**src/rtl/axis_velocity_estimator.sv**
```systemverilog
// axis_velocity_estimator
// Turns a signed position stream into a decimated velocity stream: every
// 2^L accepted samples it emits (newest position - window reference position)
// on an AXI4-Stream master with backpressure. L is clamped to
// MAX_LOG_DECIMATION. It is re-latched only at reset and at window boundaries,
// so mid-window changes wait for the next boundary. Results that arrive while
// an earlier one is still waiting to transfer are dropped, and overrun is then
// set sticky.

module axis_velocity_estimator #(
    parameter int S_AXIS_TDATA_WIDTH = 32,
    parameter int M_AXIS_TDATA_WIDTH = 32,
    parameter int MAX_LOG_DECIMATION = 16
) (
    input  logic                          aclk,
    input  logic                          areset,
    input  logic [4:0]                    log_decimation,
    input  logic                          S_AXIS_tvalid,
    input  logic [S_AXIS_TDATA_WIDTH-1:0] S_AXIS_tdata,
    output logic                          M_AXIS_tvalid,
    input  logic                          M_AXIS_tready,
    output logic [M_AXIS_TDATA_WIDTH-1:0] M_AXIS_tdata,
    output logic                          overrun
);

    // One extra bit so that 2^MAX_LOG_DECIMATION is representable while the
    // last-sample index (2^L - 1) is formed.
    localparam int CNT_W = MAX_LOG_DECIMATION + 1;

    typedef enum logic [0:0] {
        ST_INIT = 1'b0,
        ST_RUN  = 1'b1
    } state_t;

    // Clamp the requested log window length to the supported maximum.
    function automatic logic [4:0] clamp_log(input logic [4:0] ld);
        logic [4:0] res;
        if (ld > 5'(MAX_LOG_DECIMATION)) begin
            res = 5'(MAX_LOG_DECIMATION);
        end else begin
            res = ld;
        end
        return res;
    endfunction

    state_t                          state_r;
    logic [4:0]                      win_log_r;
    logic [CNT_W-1:0]                cnt_r;
    logic [S_AXIS_TDATA_WIDTH-1:0]   pos_ref_r;
    logic                            tvalid_r;
    logic [M_AXIS_TDATA_WIDTH-1:0]   tdata_r;
    logic                            overrun_r;

    logic [CNT_W-1:0]                window_last_s;
    logic                            window_end_s;
    logic                            hold_blocked_s;
    logic [S_AXIS_TDATA_WIDTH-1:0]   delta_s;

    // Window boundary detection, wrap-around difference, and output-slot status.
    always_comb begin
        window_last_s  = (CNT_W'(1) << win_log_r) - CNT_W'(1);
        delta_s        = S_AXIS_tdata - pos_ref_r;
        hold_blocked_s = tvalid_r & ~M_AXIS_tready;
        if ((state_r == ST_RUN) && S_AXIS_tvalid && (cnt_r == window_last_s)) begin
            window_end_s = 1'b1;
        end else begin
            window_end_s = 1'b0;
        end
    end

    // Sample-acceptance FSM, window counter/reference, and registered output slot.
    always_ff @(posedge aclk) begin
        if (areset) begin
            state_r   <= ST_INIT;
            win_log_r <= clamp_log(log_decimation);
            cnt_r     <= '0;
            pos_ref_r <= '0;
            tvalid_r  <= 1'b0;
            tdata_r   <= '0;
            overrun_r <= 1'b0;
        end else begin
            // A completed handshake frees the slot; a new result below may refill it.
            if (tvalid_r && M_AXIS_tready) begin
                tvalid_r <= 1'b0;
            end

            case (state_r)
                ST_INIT: begin
                    if (S_AXIS_tvalid) begin
                        pos_ref_r <= S_AXIS_tdata;
                        cnt_r     <= '0;
                        state_r   <= ST_RUN;
                    end
                end
                ST_RUN: begin
                    if (window_end_s) begin
                        pos_ref_r <= S_AXIS_tdata;
                        cnt_r     <= '0;
                        win_log_r <= clamp_log(log_decimation);
                        if (hold_blocked_s) begin
                            // Held result has not transferred: keep it, drop the new one.
                            overrun_r <= 1'b1;
                        end else begin
                            tvalid_r <= 1'b1;
                            tdata_r  <= M_AXIS_TDATA_WIDTH'(delta_s);
                        end
                    end else if (S_AXIS_tvalid) begin
                        cnt_r <= cnt_r + CNT_W'(1);
                    end
                end
                default: begin
                    state_r <= ST_INIT;
                end
            endcase
        end
    end

    assign M_AXIS_tvalid = tvalid_r;
    assign M_AXIS_tdata  = tdata_r;
    assign overrun       = overrun_r;

endmodule
```
**config.mk**
```make
export PLATFORM = sky130hd
export DESIGN_NAME = axis_velocity_estimator
export DESIGN_NICKNAME = d
export VERILOG_FILES = /design/src/rtl/axis_velocity_estimator.sv
export SDC_FILE = /design/constraint.sdc
export NUM_CORES = 1
export LEC_CHECK = 0
export CORE_AREA = 2 2 104 106
export DETAILED_ROUTE_END_ITERATION = 10
export DIE_AREA = 0 0 106 108
export PLACE_DENSITY = 0.92
export REMOVE_ABC_BUFFERS = 1
export SETUP_SLACK_MARGIN = 0.5
export SLEW_MARGIN = 20
export SYNTH_ARGS = -nofsm -noshare
export SYNTH_HDL_FRONTEND = slang
export SYNTH_SLANG_ARGS = --single-unit
```
**constraint.sdc**
```tcl
create_clock -name aclk -period 4.6 [get_ports aclk]
set_clock_uncertainty 0.2 [all_clocks]
set_input_delay 0.69 -clock aclk [delete_from_list [all_inputs] [get_ports aclk]]
set_output_delay 0.69 -clock aclk [all_outputs]
set_load 0.02 [all_outputs]
```
# After elaboration in Yosys (flattened, before gate mapping)
# Index checks and enable logic that the tools add are counted.
# Widths: inputs -> output; s select.
[classes]
reduce_logical = 10
bitwise_logic = 4
muxes = 18
order_cmp = 1
eq_ne = 4
addsub = 3
shift = 1
[op_table]
columns = ["operator", "count"]
rows = [
  ["$mux 32", 2],
  ["$pmux 32 s2", 1],
  ["$mux 17", 3],
  ["$pmux 17 s2", 1],
  ["$sub 32x32->32", 1],
  ["$mux 5", 4],
  ["$add 17x1->17 const B", 1],
  ["$eq 17x17->1", 1],
  ["$shl 1x5->17 const A", 1],
  ["$sub 17x2->17 const B", 1],
  ["$mux 1", 7],
  ["$reduce_and 2->1", 3],
  ["$reduce_and 3->1", 2],
  ["$gt 5x5->1 const B", 1],
  ["$reduce_bool 2->1", 2],
  ["$logic_and 1x1->1", 3],
  ["$ne 3x2->1 const B", 1],
  ["$not 1->1", 3],
  ["$ne 2x1->1 const B", 1],
  ["$ne 2x2->1 const B", 1],
  ["$and 1x1->1", 1],
]
[totals]
wordCells = 48
out_inout_bits = 34
in_bits = 41
ff_bits = 89

# Logic depth before layout (Yosys ltp)
[logic_depth]
word_depth = 8
mapped_depth = 16
depth_no_buf = 11

# Worst setup path after synthesis
# OpenSTA, ideal clock, no wires.
[synth_timing]
path_type = "register to register"
startpoint = "register win_log_r[2]"
endpoint = "register cnt_r[10]"
setup_time_ns = 0.124
period_less_slack_ns = 3.696
slack_ns = 0.904
required_time_ns = 4.276
path_buffers = 3
path_stages_with_launch = 15
t_arrival_ns = 3.372
cell_sequence = "edfxtp_1 > buf_6 > nor3_2 > nand2_1 > ha_1 > or4_1 > a21oi_1 > o21ai_0 > a2111oi_4 > nand4_1 > a21bo_2 > buf_2 > buf_2 > nand2_1 > nor2_1"
[synth_via]
elab_chain_cells = 7
word_cells_on_any_way = 9
classes_between = "add/sub: 1; eq/ne: 2; shift: 1; mux: 3; reduce/logical: 2"
[synth_lines]
columns = ["element", "line", "source"]
rows = [
  ["start, declared", "47", "logic [4:0] win_log_r;"],
  ["start signal, assigned", "75", "win_log_r <= clamp_log(log_decimation);"],
  ["start signal, assigned", "99", "win_log_r <= clamp_log(log_decimation);"],
  ["$shl 1x5->17 *", "61", "window_last_s = (CNT_W'(1) << win_log_r) - CNT_W'(1);"],
  ["$sub 17x2->17 *", "61", ""],
  ["$eq 17x17->1 *", "64", "if ((state_r == ST_RUN) && S_AXIS_tvalid && (cnt_r == window_last_s)) begin"],
  ["$logic_and 1x1->1 *", "64", ""],
  ["$mux 1 *", "64", ""],
  ["$mux 17 / $ne 3x2->1 (equally long branches)", "-", ""],
  ["$pmux 17 s2 / $reduce_and 2->1 (equally long branches)", "-", ""],
  ["end signal, assigned", "108", "cnt_r <= cnt_r + CNT_W'(1);"],
  ["end, declared", "48", "logic [CNT_W-1:0] cnt_r;"],
]
# Mark *: on every way between the ends. The rest lies on a longest branch, timed or not.
# A chain may end at the register's enable or synchronous reset.

# Worst setup path after layout
[layout_timing]
startpoint = "register win_log_r[1]"
endpoint = "register tdata_r[29] (netlist: M_AXIS_tdata[29])"
[layout_via]
elab_chain_cells = 6
[layout_lines]
columns = ["element", "line", "source"]
rows = [
  ["$shl 1x5->17", "61", ""],
  ["$sub 17x2->17", "61", ""],
  ["$eq 17x17->1", "64", ""],
  ["$logic_and 1x1->1", "64", ""],
  ["$mux 1", "64", ""],
  ["$reduce_and 3->1 (no source line)", "-", ""],
  ["end signal, assigned", "105", "tdata_r <= M_AXIS_TDATA_WIDTH'(delta_s);"],
  ["end, declared", "51", "logic [M_AXIS_TDATA_WIDTH-1:0] tdata_r;"],
]
# Every way passes these cells.

==> results.md <==
- Status: completed
- Largest net degree at the start of global routing: 71
- Fraction of layout cells with a size suffix above 1: 0.0721
- Worst ir drop on vdd: 0.174 mV
- Register bit total from synthesis: 89
- Worst setup path category: reg -> reg
- Largest family of logic cells by synthesized area: simple AND/OR/NAND/NOR gates
- Max capacitance violation total: 0
- Compound-Gate Fraction of Synth Area: 0.191
- Fmax: 0.253 GHz
- CP Data Required Time: 4.70 ns
- Area delta synth->final: 20.8%
- Final wirelength: approximately 14000 um
- Hold crit path type: reg -> reg
- Tcrit/Tclk final: 0.860
- Detail Route Antenna Nets: 0
- Slew headroom: 0.519
- CTS root buf: clkbuf_8
- Die area: approximately 11000 um^2
- I/O Buffers: 74
- Yosys top cell area share: 0.297
- Clk_lat worst skew: approximately 0.37 ns
- Placement row count: 37
- # diodes: 0
- Core footprint: 10200 um^2
- Drc violations: 0
- Fin crit period: 3.96 ns
- Leading area contributor after synthesis: dfxtp_1
- Routed vias: 5353
- Most instantiated library cell after synthesis: dfxtp_1
- Most common flop cell mapped by yosys: dfxtp_1
- Commonest cells in the netlist: 84 x dfxtp_1, 75 x nand2_1, 70 x nor2_1
- Number of synthesized flops with an enable pin: 5
- Setup TNS: 0 ns
- Sw Ratio: 0.301
- Routed len/inst: between 15 and 20 um
- Switching pwr: about 0.54 mW
- Clock power frac: 0.307
- Overall routing resource usage: 0.253
- Synth top area cells: dfxtp_1 30%, ha_1 7.3%, mux2i_1 5.8%
- Slew Viols, Final: 0
- Post-Synth Adder-Cell Area: 0.0765
- First-pass GRT wire length: 23700 um
- CP Launch Type: flop
- DP HPWL: 10300 um
- Cell variety after synth: 66
- DIE HEIGHT: 108 um
- Leak: around 2.7 nW
- Cell Pwr Density: 263 nW/um^2
- First-pass DRT Iterations: 6
- Crit path max fanout: 11
- Fin worst setup slack: 0.644 ns
- Htree depth: 3
- Post-Synth XOR/XNOR Area: 0.0588
- Internal power: 1.26 mW
- Yosys warns: 0
- Synthesized area per cell: 8.07 um^2
- Multiplexer area fraction after synthesis: 0.0584
- Top Ports: 75
- Syn Inst Count: 701
- Arrival time at the worst endpoint: slightly above 4 ns
- Hold_buf cts: 0
- Nets: between 800 and 900
- Initial DRC count: 281
- Worst Max-Slew Pin Slew: between 0.7 and 0.8 ns
- Async set-reset flop share out of synthesis: 0
- Post-synthesis simple-gate area fraction: 0.233
- Sequential Power Share: 0.453
- RSZ-0062 raised after global routing: no
- Routed vias/inst: 5.86
- Grt ovf: 0
- Clock transition at the registers of the reported paths: 0.09 ns
- Clock Sinks: 89
- CTS tree: built
- Post-Place Setup Slack: 0.378 ns
- Initial antenna violation count: 0
- Synth Cell Area: 5660 um^2
- GPL Wtd Cong: 0.925
- Clk buf depth: 2
- Final Hold Viols: 0
- Crit end category: flop
- Final setup vio count: 0
- Die Width: 106 um
- Comb pwr share: 0.240
- Initial core utilization: 0.553
- Fraction of the yosys area taken by sequential cells: 0.324
- Vias in the first global route: 5262
- TritonCTS buffer count: 9
-- power by group through the flow --
stage	Combinational (mW)	Clock [mW]	Sequential, mW
floorplan	0.275	0	0.837
global placement	0.391	0	0.832
detailed placement	0.404	0	0.834
CTS	0.414	0.555	0.815
global route	0.474	0.584	0.817
finish	0.432	0.551	0.815
-- critical path, cell delays in order (launching register included) --
cell       delay [ns]
edfxtp_1         0.44
nor3_4           0.34
nand3_1          0.17
ha_4             0.23
or4_1            0.52
a21oi_1          0.17
o21ai_0          0.16
a2111oi_4        0.48
nand4_4          0.20
or2_4            0.33
or4b_1           0.54
nand3_1          0.10
-- timing repair --
| item | CTS | global route |
|---|---|---|
| resized for setup | 4 | 9 |
| buffers inserted | 2 | 10 |
| setup endpoints to repair | 12 | 70 |
| pin swaps | 0 | 6 |
-- state kept, by name, indices dropped and copies added (netlist names) --
name / flops
M_AXIS_tdata: 32
M_AXIS_tvalid: 1
cnt_r: 17
overrun: 1
pos_ref_r: 32
state_r: 1
win_log_r: 5
-- area by class of cell --
type	instances	area, um^2
tap	136	170
timing repair buffer	98	928
inverter	41	154
multi-input combinational	533	3560
clock buffer	12	145
fill	776	3390
clock inverter	4	51.3
sequential	89	1830
-- metal layers --
metal,track usage,wire length [um],share of wire,vias up
met1,0.288,6040,0.42,2511
li1,-,-,-,2629
met2,0.456,7150,0.50,171
met4,0.132,455,0.032,0
met5,0,0,0,-
met3,0.0416,687,0.048,42
-- cell usage in the layout (no fill, tap or decap), types with 3 or more instances in the layout --
cell	netlist	final
o31ai_1	3	3
and3_1	10	10
mux2i_1	33	33
a2111oi_0	6	4
edfxtp_1	5	5
dfxtp_1	84	84
or2_2	3	3
nand4_1	6	6
nand2b_1	7	7
or3_1	7	7
clkbuf_8	0	10
o22ai_1	8	8
a21o_1	15	15
nor2b_1	6	6
a311o_1	4	4
o211ai_1	5	5
xnor2_1	14	14
nor4_1	9	9
a211oi_1	6	6
ha_1	33	32
o21a_1	13	13
o21ai_0	18	18
and4_1	3	3
nand3b_1	6	6
buf_4	0	23
o2111ai_1	3	3
a21boi_0	6	6
or4b_1	3	3
xor2_1	24	24
a21oi_1	56	56
nor3_1	16	16
nand3_1	27	27
nor2_1	70	70
o21bai_1	3	3
nand2_1	75	74
inv_1	41	41
clkdlybuf4s50_1	0	73
-- path summary, 6_finish.rpt --
check / startpoint / slack, ns / end / cells past startpoint
max reg2reg: win_log_r[1] / 0.64 / M_AXIS_tdata[29] / 11
min: M_AXIS_tdata[6] / 0.25 / M_AXIS_tdata[6] / 2
max: win_log_r[1] / 0.64 / M_AXIS_tdata[29] / 11
min reg2reg: M_AXIS_tdata[6] / 0.25 / M_AXIS_tdata[6] / 2
-- logic make-up after synthesis --
logic type               Yosys count
buffers and inverters             79
adder cells (fa/ha/maj)           34
AND/OR/NAND/NOR                  266
flip-flops                        89
XOR/XNOR                          38
multiplexers                      33
AO/OA/AOI/OAI                    162
-- per-stage QoR --
| step | cell area, um^2 | hold slack (ns) | std cells | power [mW] | util |
|---|---|---|---|---|---|
| 4_1_cts | 6720 | 0.255 | 903 | 1.78 | 0.656 |
| 3_5_place_dp | 6490 | 0.243 | 885 | 1.24 | 0.635 |
| 3_3_place_gp | 6490 | 0.242 | 885 | 1.22 | 0.635 |
| 5_1_grt | 6840 | 0.275 | 913 | 1.88 | 0.668 |
| 6_report | 6840 | 0.253 | 913 | 1.80 | 0.668 |
| 2_1_floorplan | 5490 | 0.263 | 663 | 1.11 | - |
Note: power is estimated with default switching activity, not from simulation.
